--- config.mk ---
export PLATFORM = sky130hd
export DESIGN_NAME = id_ex_elastic_stage
export DESIGN_NICKNAME = d
export VERILOG_FILES = /design/src/rtl/id_ex_elastic_stage_pkg.sv /design/src/rtl/id_ex_elastic_stage_sat_counter.sv /design/src/rtl/id_ex_elastic_stage.sv
export SDC_FILE = /design/constraint.sdc
export NUM_CORES = 1
export LEC_CHECK = 0
export ABC_AREA = 1
export ABC_CLOCK_PERIOD_IN_PS = 5100
export CORE_MARGIN = 1.5
export CORE_UTILIZATION = 50
export DETAILED_ROUTE_END_ITERATION = 7
export DONT_BUFFER_PORTS = 1
export PLACE_DENSITY = 0.69
export SETUP_SLACK_MARGIN = 0.02
export SYNTH_ARGS = -nofsm -noshare
export SYNTH_HDL_FRONTEND = slang
export SYNTH_HIERARCHICAL = 1
export SYNTH_SLANG_ARGS = --single-unit
--- constraint.sdc ---
create_clock -name clk -period 5.1 [get_ports clk]
set_input_delay 1.02 -clock clk [delete_from_list [all_inputs] [get_ports clk]]
set_output_delay 1.02 -clock clk [all_outputs]
set_load 0.02 [all_outputs]
--- src/rtl/id_ex_elastic_stage_pkg.sv ---
// ----------------------------------------------------------------------------
// id_ex_elastic_stage_pkg
// Shared definitions for the ID->EX elastic boundary and its neighbours:
//   - default datapath / index / control / counter widths
//   - bit positions of the write-enables inside the packed control bundle
//     (MSB first: RegWrite, ALUSrc, MemWrite, ...)
//   - occupancy state encoding of the two-entry stage
// ----------------------------------------------------------------------------
package id_ex_elastic_stage_pkg;

    localparam int XLEN_DEF   = 32;
    localparam int REG_AW_DEF = 5;
    localparam int CTRL_W_DEF = 13;
    localparam int CNT_W_DEF  = 16;

    // Write-enable positions inside the control bundle; these are the bits
    // that must never leak into execute on a bubble.
    localparam int CTRL_REGWRITE = CTRL_W_DEF - 1;
    localparam int CTRL_MEMWRITE = CTRL_W_DEF - 3;

    // How many of the two entries (main, skid) currently hold an instruction.
    // The skid entry is only ever occupied while the main entry is.
    typedef enum logic [1:0] {
        OCC_EMPTY = 2'd0,
        OCC_ONE   = 2'd1,
        OCC_TWO   = 2'd2
    } occ_e;

endpackage

--- src/rtl/id_ex_elastic_stage_sat_counter.sv ---
// ----------------------------------------------------------------------------
// id_ex_elastic_stage_sat_counter
// Saturating event counter used for the stall / bubble performance counters.
// Ports:
//   clk   - rising-edge clock
//   rst   - synchronous active-low reset (clears the count)
//   inc   - count one event this cycle
//   clr   - synchronous clear, wins over inc
//   count - current count, sticks at all-ones
// ----------------------------------------------------------------------------
module id_ex_elastic_stage_sat_counter #(
    parameter int CNT_W = 16
) (
    input  logic             clk,
    input  logic             rst,
    input  logic             inc,
    input  logic             clr,
    output logic [CNT_W-1:0] count
);

    logic [CNT_W-1:0] r_count;

    always_ff @(posedge clk) begin
        if (!rst) begin
            r_count <= '0;
        end else if (clr) begin
            r_count <= '0;
        end else if (inc && (r_count != {CNT_W{1'b1}})) begin
            r_count <= r_count + CNT_W'(1);
        end
    end

    assign count = r_count;

endmodule

--- src/rtl/id_ex_elastic_stage.sv ---
// ----------------------------------------------------------------------------
// id_ex_elastic_stage
// ID->EX pipeline boundary built as a valid/ready elastic stage with a
// two-entry skid buffer. The main entry drives execute; the skid entry
// catches the one instruction that can arrive while execute stalls, which
// lets in_ready be a function of registered state only (no path from
// out_ready). Bubbles are qualified so control and register indices read 0
// whenever out_valid is low.
// Ports:
//   clk, rst                 - clock, synchronous active-low reset
//   in_valid / in_ready      - handshake with decode
//   in_ctrl, in_rd1, in_rd2, in_imm, in_pc, in_pcplus4, in_rs1, in_rs2, in_rd
//                            - decoded instruction payload
//   flush                    - drop everything held and incoming
//   out_valid / out_ready    - handshake with execute
//   out_*                    - held payload (ctrl and indices zero on bubble)
//   perf_clr                 - clears both performance counters
//   stall_cnt, bubble_cnt    - saturating stall / bubble cycle counters
// ----------------------------------------------------------------------------
module id_ex_elastic_stage
    import id_ex_elastic_stage_pkg::*;
#(
    parameter int XLEN   = XLEN_DEF,
    parameter int REG_AW = REG_AW_DEF,
    parameter int CTRL_W = CTRL_W_DEF,
    parameter int CNT_W  = CNT_W_DEF
) (
    input  logic              clk,
    input  logic              rst,
    input  logic              in_valid,
    output logic              in_ready,
    input  logic [CTRL_W-1:0] in_ctrl,
    input  logic [XLEN-1:0]   in_rd1,
    input  logic [XLEN-1:0]   in_rd2,
    input  logic [XLEN-1:0]   in_imm,
    input  logic [XLEN-1:0]   in_pc,
    input  logic [XLEN-1:0]   in_pcplus4,
    input  logic [REG_AW-1:0] in_rs1,
    input  logic [REG_AW-1:0] in_rs2,
    input  logic [REG_AW-1:0] in_rd,
    input  logic              flush,
    output logic              out_valid,
    input  logic              out_ready,
    output logic [CTRL_W-1:0] out_ctrl,
    output logic [XLEN-1:0]   out_rd1,
    output logic [XLEN-1:0]   out_rd2,
    output logic [XLEN-1:0]   out_imm,
    output logic [XLEN-1:0]   out_pc,
    output logic [XLEN-1:0]   out_pcplus4,
    output logic [REG_AW-1:0] out_rs1,
    output logic [REG_AW-1:0] out_rs2,
    output logic [REG_AW-1:0] out_rd,
    input  logic              perf_clr,
    output logic [CNT_W-1:0]  stall_cnt,
    output logic [CNT_W-1:0]  bubble_cnt
);

    localparam int PAY_W = CTRL_W + 3 * REG_AW + 5 * XLEN;

    occ_e             r_occ;
    occ_e             w_nextOcc;
    logic [PAY_W-1:0] r_mainPay;
    logic [PAY_W-1:0] r_skidPay;
    logic [PAY_W-1:0] w_inPay;

    logic w_inReady;
    logic w_outValid;
    logic w_accept;
    logic w_drain;
    logic w_loadMainFromIn;
    logic w_loadMainFromSkid;
    logic w_loadSkid;

    logic [CTRL_W-1:0] w_mainCtrl;
    logic [REG_AW-1:0] w_mainRs1;
    logic [REG_AW-1:0] w_mainRs2;
    logic [REG_AW-1:0] w_mainRd;

    assign w_inPay = {in_ctrl, in_rs1, in_rs2, in_rd,
                      in_rd1, in_rd2, in_imm, in_pc, in_pcplus4};

    assign {w_mainCtrl, w_mainRs1, w_mainRs2, w_mainRd,
            out_rd1, out_rd2, out_imm, out_pc, out_pcplus4} = r_mainPay;

    // in_ready depends only on the skid register; gating with rst keeps
    // decode from handing over anything while reset is held.
    assign w_inReady  = rst && (r_occ != OCC_TWO);
    assign w_outValid = (r_occ != OCC_EMPTY);
    assign w_accept   = in_valid && w_inReady;
    assign w_drain    = w_outValid && out_ready;

    assign in_ready  = w_inReady;
    assign out_valid = w_outValid;
    assign out_ctrl  = w_outValid ? w_mainCtrl : '0;
    assign out_rs1   = w_outValid ? w_mainRs1  : '0;
    assign out_rs2   = w_outValid ? w_mainRs2  : '0;
    assign out_rd    = w_outValid ? w_mainRd   : '0;

    // Occupancy register. Flush sits just below reset and empties both entries.
    always_ff @(posedge clk) begin
        if (!rst) begin
            r_occ <= OCC_EMPTY;
        end else if (flush) begin
            r_occ <= OCC_EMPTY;
        end else begin
            r_occ <= w_nextOcc;
        end
    end

    // Next occupancy and which entry loads from where. With both entries full
    // in_ready is low, so a drain there can only shift skid into main.
    always_comb begin
        w_nextOcc          = r_occ;
        w_loadMainFromIn   = 1'b0;
        w_loadMainFromSkid = 1'b0;
        w_loadSkid         = 1'b0;
        case (r_occ)
            OCC_EMPTY: begin
                if (w_accept) begin
                    w_nextOcc        = OCC_ONE;
                    w_loadMainFromIn = 1'b1;
                end
            end
            OCC_ONE: begin
                if (w_drain && w_accept) begin
                    w_loadMainFromIn = 1'b1;
                end else if (w_drain) begin
                    w_nextOcc = OCC_EMPTY;
                end else if (w_accept) begin
                    w_nextOcc  = OCC_TWO;
                    w_loadSkid = 1'b1;
                end
            end
            OCC_TWO: begin
                if (w_drain) begin
                    w_nextOcc          = OCC_ONE;
                    w_loadMainFromSkid = 1'b1;
                end
            end
            default: begin
                w_nextOcc = OCC_EMPTY;
            end
        endcase
    end

    // Payload registers; cleared on reset and flush so nothing stale survives.
    always_ff @(posedge clk) begin
        if (!rst || flush) begin
            r_mainPay <= '0;
            r_skidPay <= '0;
        end else begin
            if (w_loadMainFromIn) begin
                r_mainPay <= w_inPay;
            end else if (w_loadMainFromSkid) begin
                r_mainPay <= r_skidPay;
            end
            if (w_loadSkid) begin
                r_skidPay <= w_inPay;
            end
        end
    end

    id_ex_elastic_stage_sat_counter #(.CNT_W(CNT_W)) u_stallCnt (
        .clk   (clk),
        .rst   (rst),
        .inc   (w_outValid && !out_ready),
        .clr   (perf_clr),
        .count (stall_cnt)
    );

    id_ex_elastic_stage_sat_counter #(.CNT_W(CNT_W)) u_bubbleCnt (
        .clk   (clk),
        .rst   (rst),
        .inc   (!w_outValid),
        .clr   (perf_clr),
        .count (bubble_cnt)
    );

endmodule

* Word-level counts from Yosys, hierarchy flattened
Cells that the tools add are included.
Storage, ports and cells: register bits after elaboration 410, input port bits 194, output and inout bits 222, logic and storage cells 54
Operators by class: add/sub/neg operators 2, eq/ne operators 9, multiplexer cells 20, bitwise gates (word level) 1, reduce and logical (&&, ||, !) cells 17
Operator list (number):
- $mux 188 | 2
- $add 16x1->16 const B | 2
- $ne 16x16->1 const B | 2
- $mux 5 | 3
- $mux 13 | 1
- $mux 2 | 5
- $ne 2x2->1 const B | 4
- $logic_and 1x1->1 | 7
- $mux 1 | 7
- $pmux 2 s3 | 1
- $reduce_and 4->1 | 1
- $reduce_bool 2->1 | 2
- $reduce_or 2->1 | 2
- $logic_not 1->1 | 3
- $ne 3x3->1 const B | 1
- $eq 2x1->1 const B | 1
- $eq 2x2->1 const B | 1
- $logic_not 2->1 | 1
- $pmux 1 s2 | 1
- $logic_or 1x1->1 | 1
- $not 1->1 | 1

* Logic depth before layout (Yosys ltp)
word-level depth 7, gate-level depth with buffers 13, gate-level depth less buffers 11

* Cells and area by module
The synthesis kept the hierarchy.
By module, submodules not included:
- id_ex_elastic_stage | times used 1, cells each 2769, area an instance 19087.1 µm², sequential area each 7567.3 µm²
- id_ex_elastic_stage_sat_counter | times used 2, cells each 153, area an instance 910.9 µm², sequential area each 320.3 µm²

* Worst setup path before layout
Ideal clock, no wire load.
path kind input to output, from input rst, to output in_ready, arrival 1.386 ns, required time 4.080 ns, setup slack 2.694 ns, cell stages on the path 2, buffers on the path 0, path through inv_1 > nor2_1
Between the ends: longest elaborated chain between the ends 1
Ends and longest elaborated chain:
- start: declaration | line id_ex_elastic_stage.sv:29 | input logic rst,
- $logic_and 1x1->1 | line id_ex_elastic_stage.sv:87 | assign w_inReady = rst && (r_occ != OCC_TWO);
- end: declaration | line id_ex_elastic_stage.sv:31 | output logic in_ready,
Every way passes these cells.

* Final worst setup path
from register r_occ[1], to output out_rs2[1]
Between the ends: longest elaborated chain between the ends 2
Ends and longest elaborated chain:
- start: declaration | line id_ex_elastic_stage.sv:60 | occ_e r_occ;
- start signal: assignment | line id_ex_elastic_stage.sv:106 | r_occ <= w_nextOcc;
- $reduce_bool 2->1 | line id_ex_elastic_stage.sv:88 | assign w_outValid = (r_occ != OCC_EMPTY);
- $mux 5 | line id_ex_elastic_stage.sv:96 | assign out_rs2 = w_outValid ? w_mainRs2 : '0;
- end: declaration | line id_ex_elastic_stage.sv:51 | output logic [REG_AW-1:0] out_rs2,
Every way passes these cells.

==> flow_summary.yaml <==
floorplan:
  core_area_mm2: 0.0410
  fp.dieW_um: 207
  io_pins: 416
  start_util_pct: 51.0
  dieArea_mm2: 0.0431
  row_count: 74
  die_h_um: 207
timing:
  rsz0062_at_grt: "no"
  slew_headroom_pct: 18.8
  worstMarginPinSlew_ns: 1.22
  fmax_mhz: 290
  fin_setup_tns_ns: 0
  final_hold_viol_count: 0
  final-max-slew-violation-count: 0
  fin_crit_sh_pct: 67.5
  post-route-min-period_ns: 3.44
  setup_violations: 0
  fin_skew_ns: 0.0155
synthesis:
  yosys.area.top_type: "dfxtp_1"
  ys_types: 21
  syn_area_mm2: 0.0209
  synth_nets: 3271
  synth.top_cell.area_share_pct: 39.3
  ys_warn_count: 6
  synthCells: 3075
  yosysSeqAreaShare_pct: 39.3
  ys_ff_latch: 410
  syn_avg_cell_area_um2: 6.80
  netlist_top_cells_area: "dfxtp_1 39%, nand4_1 11%, nor2_1 8.9%"
pwr:
  pwr_density_cell_mw_per_mm2: 332
  leakage_nw: 8.86
  swShare_pct: 25.0
  clkPwrFrac_pct: 45.2
  combPwrFrac_pct: 6.0
  power.internal_mw: 5.17
  power_mw: 6.89
  vdd_drop_max_v: 0.000257
  power.switching_mw: 1.72
  p_seq_share_pct: 48.8
outcome:
  status: "finished with violations"
  violations: "DRC"
global_routing:
  grt_pass1_wl_um: 97400
  track_usage_pct: 27.5
  grt_overflow: 0
  grt_max_degree: 192
  grt_pass1_vias: 16900
  antenna_found_initial: 0
clock_tree:
  clock_path_buffers: 3
  cts_tree: "done"
  hold_buffers: 0
  cts-resized-gates: 0
  insertion_delay_ns: 0.56
  cts_made_buffers: 46
  clkTransAtPathRegs_ns: 0.06
  cts.sinks: 410
  postCtsSetupRepairBufs: 0
  htreeDepth: 2
  clockRootBuffer: "clkbuf_16"
layout:
  antenna_cells: 0
  fin_util_pct: 50.5
  seqCellArea_mm2: 0.00821
  layout-drive-gt1-share_pct: 3.87
  finalInstanceArea_mm2: 0.0207
  multi_input_area_mm2: 0.00930
  syn_to_final_growth_pct: -0.838
  nets: 2905
  num-fill-cells: 4046
routing:
  remaining_drc_errors: 23
  drt-total-wl_um: 62800
  first_pass_iters: 7
  ant_nets: 0
  drt-wirelength-per-cell_um: 19.2
  vias: 19300
  viasPerCell: 5.91
  drt_iter0_drc: 1825
placement:
  dp_hpwl_um: 35100
  placed_area_mm2: 0.0194
  io_buffers: 0
  gp_congestion: 0.908
setup_path:
  worst-endpoint-required_ns: 4.08
  crit_type: "reg2out"
  endpoint_kind: "output pin"
  path_max_fanout: 81
  arrival_ns: 2.42
  critPathLaunchType: "flip-flop"
run:
  drv_cap: 0
hold_path:
  min_path_type: "reg2reg"
-- Yosys cell counts --
library cell  number
nor2_4             2
inv_2              3
nand4_1          384
dfxtp_1          410
nand3_1          214
nand2_1          462
nand2_2            4
buf_1             15
clkbuf_1         158
nand3_4            1
nor2_2             6
ha_1               2
buf_4            184
o21ai_0           94
o21ai_1          103
nand3b_1           4
buf_6             13
inv_1            244
a21oi_1          213
nor2_1           494
buf_2             65
-- registers in the layout, summed over array words and instances (netlist names) --
signal	flops
r_mainPay	188
r_occ	2
u_stallCnt/count	16
u_bubbleCnt/count	16
r_skidPay	188
-- worst max-delay path, stage by stage, from the launching register on --
cell and delay [ns]:
dfxtp_4 1.04, nor2_2 0.07, buf_4 0.28, nor2_1 0.46
-- per-stage QoR --
step / hold slack, ns / worst slack, ns / std cells
CTS: 0.485 / 1.62 / 3270
floorplan: 0.461 / 2.69 / 3075
global route: 0.508 / 1.59 / 3270
finish: 0.484 / 1.66 / 3270
global placement: 0.473 / 1.69 / 3193
detailed placement: 0.476 / 1.63 / 3193
-- power by group through the flow --
stage | sequential (mW) | combinational (mW) | clock (mW)
detailed placement | 3.43 | 0.409 | 0
finish | 3.36 | 0.411 | 3.12
floorplan | 3.35 | 0.484 | 0
global route | 3.37 | 0.462 | 3.31
CTS | 3.36 | 0.411 | 3.19
global placement | 3.43 | 0.400 | 0
-- layer usage --
metal	GRT usage (%)	vias to the layer above	wire length, um
met5	0	-	0
met4	10.8	0	2180
met3	7.79	107	6580
met2	41.4	802	27800
met1	37.1	9118	26200
li1	-	9309	-
-- placed cells by master, fill, tap and decap left out, types with 4 or more instances in the layout --
cell / n
nor2_2: 7
a21oi_1: 213
buf_4: 15
nand3b_1: 4
nand3_1: 214
clkbuf_16: 47
inv_6: 4
inv_1: 244
o21ai_1: 103
clkinv_2: 11
clkbuf_8: 4
o21ai_0: 94
buf_12: 6
nand2_1: 461
dfxtp_1: 409
nand4_1: 384
clkbuf_1: 12
nor2_1: 492
-- cell type report --
| type | instances | area share (%) |
|---|---|---|
| multi-input cells | 1983 | 44.9 |
| flip-flops and latches | 410 | 39.6 |
| clock buffers | 63 | 6.16 |
| inverters | 247 | 4.54 |
| well taps | 532 | 3.21 |
| repair buffers | 21 | 1.12 |
| clock inverters | 14 | 0.495 |
-- kinds of logic (layout without fill, tap and decap cells) --
group | Yosys count | count (layout) | synth area share [%]
AO/OA/AOI/OAI | 410 | 410 | 9.81
buffers and inverters | 682 | 345 | 16.4
adder cells (fa/ha/maj) | 2 | 2 | 0.120
AND/OR/NAND/NOR | 1571 | 1571 | 34.4
flip-flops | 410 | 410 | 39.3
-- path summary, 6_finish.rpt --
check,cells after the start,slack (ns),endpoint,startpoint
worst max-delay path,3,1.66,out_rs2[1],r_occ[1]
worst min-delay path,2,0.48,r_mainPay[166],r_mainPay[166]
worst max register to register,6,1.99,r_mainPay[43],r_occ[1]
worst min register to register,2,0.48,r_mainPay[166],r_mainPay[166]
Note: power is estimated with default switching activity, not from simulation.
